### src/rtl/status_register_unit_pkg.sv
// Shared core constants for the status register: flag bit positions and width.
// The condition checker imports this package too, so bit positions stay in one place.
package status_register_unit_pkg;

  localparam int SR_W   = 4;
  localparam int FLAG_Z = 3;
  localparam int FLAG_C = 2;
  localparam int FLAG_N = 1;
  localparam int FLAG_V = 0;

  typedef logic [SR_W-1:0] sr_vec_t;

  function automatic sr_vec_t pack_flags(input logic z, input logic c,
                                         input logic n, input logic v);
    sr_vec_t r;
    r         = '0;
    r[FLAG_Z] = z;
    r[FLAG_C] = c;
    r[FLAG_N] = n;
    r[FLAG_V] = v;
    return r;
  endfunction

endpackage

### src/rtl/status_register_unit_flag_gen.sv
// Combinational flag derivation from ALU/shifter results.
// Logical ops take carry from the shifter and keep the previous overflow flag.
module flag_gen
  import status_register_unit_pkg::*;
#(
  parameter int DATA_W = 32
) (
  input  logic [DATA_W-1:0] alu_res,
  input  logic              arith,
  input  logic              alu_c,
  input  logic              alu_v,
  input  logic              shift_c,
  input  logic              v_prev,
  output logic [SR_W-1:0]   flags
);

  logic flag_z;
  logic flag_c;
  logic flag_n;
  logic flag_v;

  always_comb begin
    flag_n = alu_res[DATA_W-1];
    flag_z = (alu_res == '0);
    flag_c = arith ? alu_c : shift_c;
    flag_v = arith ? alu_v : v_prev;
    flags  = pack_flags(flag_z, flag_c, flag_n, flag_v);
  end

endmodule

### src/rtl/status_register_unit.sv
// Architectural status register {z,c,n,v}: stall > direct write > ALU update > hold.
// sr_fwd exposes next-edge value for back-to-back flag consumers.
module status_register_unit
  import status_register_unit_pkg::*;
#(
  parameter int DATA_W = 32
) (
  input  logic              clk,
  input  logic              rst,
  input  logic              stall,
  input  logic              flush,
  input  logic              s_en,
  input  logic              cond_pass,
  input  logic              arith,
  input  logic [DATA_W-1:0] alu_res,
  input  logic              alu_c,
  input  logic              alu_v,
  input  logic              shift_c,
  input  logic              wr_en,
  input  logic [SR_W-1:0]   wr_data,
  output logic [SR_W-1:0]   sr,
  output logic [SR_W-1:0]   sr_fwd,
  output logic              sr_upd
);

  logic [SR_W-1:0] sr_q;
  logic [SR_W-1:0] sr_nxt;
  logic [SR_W-1:0] alu_flags;
  logic            sr_upd_q;
  logic            dir_wr;
  logic            alu_upd;
  logic            upd_nxt;

  flag_gen #(
    .DATA_W (DATA_W)
  ) u_flag_gen (
    .alu_res (alu_res),
    .arith   (arith),
    .alu_c   (alu_c),
    .alu_v   (alu_v),
    .shift_c (shift_c),
    .v_prev  (sr_q[FLAG_V]),
    .flags   (alu_flags)
  );

  // Flush squashes only the EX instruction; a direct write still lands.
  assign dir_wr  = wr_en & ~stall;
  assign alu_upd = s_en & cond_pass & ~flush & ~stall & ~wr_en;
  assign upd_nxt = dir_wr | alu_upd;

  always_comb begin
    sr_nxt = sr_q;
    if (dir_wr) begin
      sr_nxt = wr_data;
    end else if (alu_upd) begin
      sr_nxt = alu_flags;
    end
  end

  always_ff @(posedge clk or negedge rst) begin
    if (!rst) begin
      sr_q     <= '0;
      sr_upd_q <= 1'b0;
    end else begin
      sr_q     <= sr_nxt;
      sr_upd_q <= upd_nxt;
    end
  end

  assign sr     = sr_q;
  assign sr_fwd = sr_nxt;
  assign sr_upd = sr_upd_q;

endmodule

### config.mk
export PLATFORM = sky130hd
export DESIGN_NAME = status_register_unit
export DESIGN_NICKNAME = d
export VERILOG_FILES = /design/src/rtl/status_register_unit_pkg.sv /design/src/rtl/status_register_unit_flag_gen.sv /design/src/rtl/status_register_unit.sv
export SDC_FILE = /design/constraint.sdc
export NUM_CORES = 1
export LEC_CHECK = 0
export BUFFER_PORTS_ARGS = -buffer_cell sky130_fd_sc_hd__clkbuf_2
export CAP_MARGIN = 20
export CORE_MARGIN = 4
export CORE_UTILIZATION = 25
export CTS_BUF_LIST = sky130_fd_sc_hd__clkbuf_16
export DETAILED_ROUTE_END_ITERATION = 8
export GPL_ROUTABILITY_DRIVEN = 0
export GPL_TIMING_DRIVEN = 1
export PLACE_DENSITY_LB_ADDON = 0.2
export RECOVER_POWER = 25
export SYNTH_ARGS = -nofsm -noshare
export SYNTH_HDL_FRONTEND = slang
export SYNTH_HIERARCHICAL = 1
export SYNTH_SLANG_ARGS = --single-unit
export TNS_END_PERCENT = 100
### constraint.sdc
create_clock -name clk -period 1.14 [get_ports clk]
set_clock_uncertainty 0.1 [all_clocks]
set_input_delay 0.057 -clock clk [delete_from_list [all_inputs] [get_ports clk]]
set_output_delay 0.057 -clock clk [all_outputs]
set_load 0.02 [all_outputs]
# After elaboration in Yosys (flattened, before gate mapping)
# Cells that the tools add are included.
[totals]
input_bits = 47
register_bits = 5
output_inout_bits = 9
[op_classes]
n_mux = 4
n_reduce_logical = 1
bitwise_logic = 9
[op_table]
columns = ["op", "n"]
rows = [
  ["32-bit logical NOT", 1],
  ["4-bit 2-to-1 mux", 2],
  ["1-bit bitwise AND", 5],
  ["1-bit NOT", 3],
  ["1-bit 2-to-1 mux", 2],
  ["1-bit bitwise OR", 1],
]

# Depth between registers and ports, before layout
[logic_depth]
word_depth = 6
mapped_depth = 6
mapped_depth_nobuf = 5

# Modules after synthesis
# The synthesis kept the hierarchy.
[by_module_without_submodules]
columns = ["mod", "instances", "seq_area_each_um2", "cells_each", "area_each_um2"]
rows = [
  ["status_register_unit", 1, 125.1, 27, 256.5],
  ["flag_gen", 1, 0.0, 17, 125.1],
]

# Worst setup path after synthesis
# Ideal clock, no wire load.
[synth_path]
path_kind = "register to register"
start = "reg sr_q[0] (netlist: sr[0])"
end = "reg sr_q[0] (netlist: sr[0])"
setup_ns = 0.212
path_buffers = 1
stages_incl_launch_ff = 5
setup_slack_ns = -0.281
t_arrival_ns = 1.109
cell_sequence = "dfrtp_1 mux2_2 buf_4 nand4_1 o211ai_1"
[synth_via]
elab_chain_cells = 3
[synth_rtl]
columns = ["item", "line", "rtl"]
rows = [
  ["from (decl)", "status_register_unit.sv:26", "logic [SR_W-1:0] sr_q;"],
  ["from (signal assigned)", "status_register_unit.sv:65", "sr_q <= sr_nxt;"],
  ["1-bit 2-to-1 mux", "status_register_unit_flag_gen.sv:26", "flag_v = arith ? alu_v : v_prev;"],
  ["net u_flag_gen.flag_v", "status_register_unit_flag_gen.sv:20", "logic flag_v;"],
  ["4-bit 2-to-1 mux", "status_register_unit.sv:55", "end else if (alu_upd) begin"],
  ["4-bit 2-to-1 mux", "status_register_unit.sv:53", "if (dir_wr) begin"],
  ["net sr_fwd[0]", "status_register_unit.sv:22", "output logic [SR_W-1:0] sr_fwd,"],
]
# The timed path passes the listed nets, and every way through them passes these cells.

# Worst setup path after layout
[layout_path]
start = "reg sr_q[0] (netlist: sr[0])"
end = "out sr_fwd[0]"
[layout_via]
elab_chain_cells = 3
[layout_rtl]
columns = ["item", "line", "rtl"]
rows = [
  ["1-bit 2-to-1 mux", "status_register_unit_flag_gen.sv:26", ""],
  ["net alu_flags[0]", "status_register_unit.sv:28", "logic [SR_W-1:0] alu_flags;"],
  ["4-bit 2-to-1 mux", "status_register_unit.sv:55", ""],
  ["4-bit 2-to-1 mux", "status_register_unit.sv:53", ""],
  ["to (decl)", "status_register_unit.sv:22", ""],
]
# The timed path passes the listed nets, and every way through them passes these cells.

==> impl_metrics.json <==
{
  "muxShareOfSynthArea": 0.0590,
  "wl_met1_um": 568,
  "finalCriticalPeriod_ps": 1380,
  "yosysWarnings": 6,
  "synth_top_family_by_area": "simple AND/OR/NAND/NOR gates",
  "cts_sinks": 5,
  "synth_most_common_cell": "nand2_1",
  "crit_family": "flip-flops",
  "drive_gt1_frac": 0.740,
  "p_total_mw": 1.11,
  "met2_length_um": 1010,
  "netlist_area_um2": 382,
  "cp.required_ps": 980,
  "slowest_stage": "dfrtp_2",
  "ys_top_cells_by_count": "nand2_1, nor4_1, nand4_1",
  "setup_viol": 5,
  "die_x_um": 47.1,
  "cts-root-buf": "clkbuf_16",
  "pre_cts_ws_ps": -141,
  "end_kind": "primary output",
  "hold_viol_final": 0,
  "io_buffers": 55,
  "peakVddDrop_uv": 1040,
  "finalSetupTns_ps": -438,
  "maxSlewHeadroom": 0.806,
  "grt_pass1_vias": 599,
  "arrival_ps": 1230,
  "synth_async_sr_flop_share": 1.00,
  "cts.clk_slew.worst_paths_ps": 30,
  "cts_tree": "done",
  "yosysSeqAreaShare": 0.328,
  "synth_edf_count": 0,
  "hold_slack_ps": 19.0,
  "io_pins": 56,
  "n_antenna_cell": 0,
  "fin_crit_sh": 1.21,
  "p_per_area_nw_per_um2": 1210,
  "fin_nets": 152,
  "max_freq_mhz": 722,
  "synth_area_per_cell_um2": 8.67,
  "cp_cell_sequence": "mux2_4, nand4_1, o211ai_1, buf_4",
  "yosysUniqueCellTypes": 14,
  "cts_buffers": 3,
  "leakage_nw": 0.437,
  "dieHeight_um": 47.1,
  "drc_errors": 0,
  "syn_inst": 44,
  "critPathMaxFanout": 2,
  "yosys.area_share.simple": 0.456,
  "synth-compound-area-share": 0.0787,
  "routed_wl_um": 1710,
  "gr-total-overflow": 0,
  "wl_per_cell_um": 14.4,
  "cts_max_path_buffers": 2,
  "synth-xor-area-share": 0,
  "crit_type": "reg2out",
  "via_count": 585,
  "grt_antenna_before_repair": 0,
  "num_rows": 13,
  "firstDrtPassIters": 4,
  "top_layer_used": "met3",
  "drtAntennaViolNets": 0,
  "insertion_delay_ps": 220,
  "synth_nets": 91,
  "start_util": 0.279,
  "grt_pass1_wl_um": 2520,
  "synth_top_area_frac": 0.328,
  "area_delta_synth_final_pct": 140,
  "synthAdderAreaFrac": 0,
  "grt_max_degree": 6,
  "htreeDepth": 1,
  "worstMarginPinSlew_ps": 291,
  "die_area_um2": 2220,
  "grt_use_total": 0.159,
  "dp_hpwl_um": 1410,
  "rsz0062_at_grt": "yes",
  "worstHoldPathType": "in2reg",
  "drt_iter0_markers": 2,
  "yosys-top-cells-area": "dfrtp_1, nor4_1, nand4_1",
  "fin_ws_ps": -245,
  "crit_buf_inv": 1,
  "violations": "setup timing",
  "coreArea_um2": 1370,
  "synth_flop_cell": "dfrtp_1",
  "synth_top_area_cell": "dfrtp_1",
  "crit_path_start_kind": "register",
  "dr_wl_met3_um": 138,
  "status": "complete, but fails checks",
  "cap_violations": 0,
  "ys_ff_latch": 5,
  "critPathMaxStageDelay_ps": 390,
  "via_per_inst": 4.92,
  "maxSlewViolCount": 0
}
[final timing paths]
path	endpoint	cells after the start	from	slack, ps
worst max-delay path	sr_fwd[0]	4	sr[0]$_DFF_PN0_	-240
worst min-delay path	sr[1]$_DFF_PN0_	3	wr_data[1]	20
worst max register to register	sr[0]$_DFF_PN0_	4	sr[0]$_DFF_PN0_	-40
worst min register to register	sr[1]$_DFF_PN0_	2	sr[1]$_DFF_PN0_	500
max in group asynchronous	sr[1]$_DFF_PN0_	2	rst	550
min in group asynchronous	sr_upd$_DFF_PN0_	2	rst	150
[layout by cell type (no fill, tap or decap), drive strengths merged, types with 2 or more instances in the layout]
cell    count
nand4       6
dfrtp       5
o211ai      4
nand2       8
nor2        2
buf        14
nor4        8
clkbuf     48
mux2        2
nand2b      2
[power by group]
part	switching, mW	internal, mW
combinational	0.166	0.170
clock	0.105	0.453
sequential	0.0111	0.204
[layer usage]
layer | global-route usage | vias to the layer above
met5 | 0 | -
met4 | 0 | 0
met3 | 0.0421 | 0
met2 | 0.325 | 26
met1 | 0.169 | 269
li1 | - | 290
[stage by stage]
step | cells | cell area (um2) | utilization
after global routing | 119 | 916 | 0.670
after global placement | 111 | 714 | 0.523
final | 119 | 916 | 0.670
after detailed placement | 111 | 714 | 0.523
after CTS | 118 | 826 | 0.604
after floorplan | 44 | 447 | -
[cells by family after synthesis]
family	count (synthesis)
mux	2
flops	5
simple gates	29
buf+inv	4
compound gates	4
[state kept, by name (all words and copies together) (netlist names)]
signal and count:
sr_upd 1, sr 4
[what timing repair did]
action | in CTS | in global routing
endpoints found under the hold margin | 5 | 0
hold buffers | 1 | 0
pin swaps | 3 | 10
endpoints found under the setup margin | 4 | 5
setup buffers | 2 | 1
resized for setup | 3 | 20
[cell type report]
type                    count  area [um2]
fillers                   127         450
repair buffers             60         362
multi-input cells          35         327
flip-flops and latches      5         130
clock buffers               3        75.1
well taps                  15        18.8
clock inverters             1        3.75
[worst reg2reg max path, delay by kind of cell, from the launching register on]
family,cells,cell delay [ps]
DFF,1,390
buffers and inverters,1,140
muxes,1,270
AOI/OAI and AO/OA,1,100
and+or+nand+nor,1,70
No activity file was read; power rests on OpenSTA's default activity.
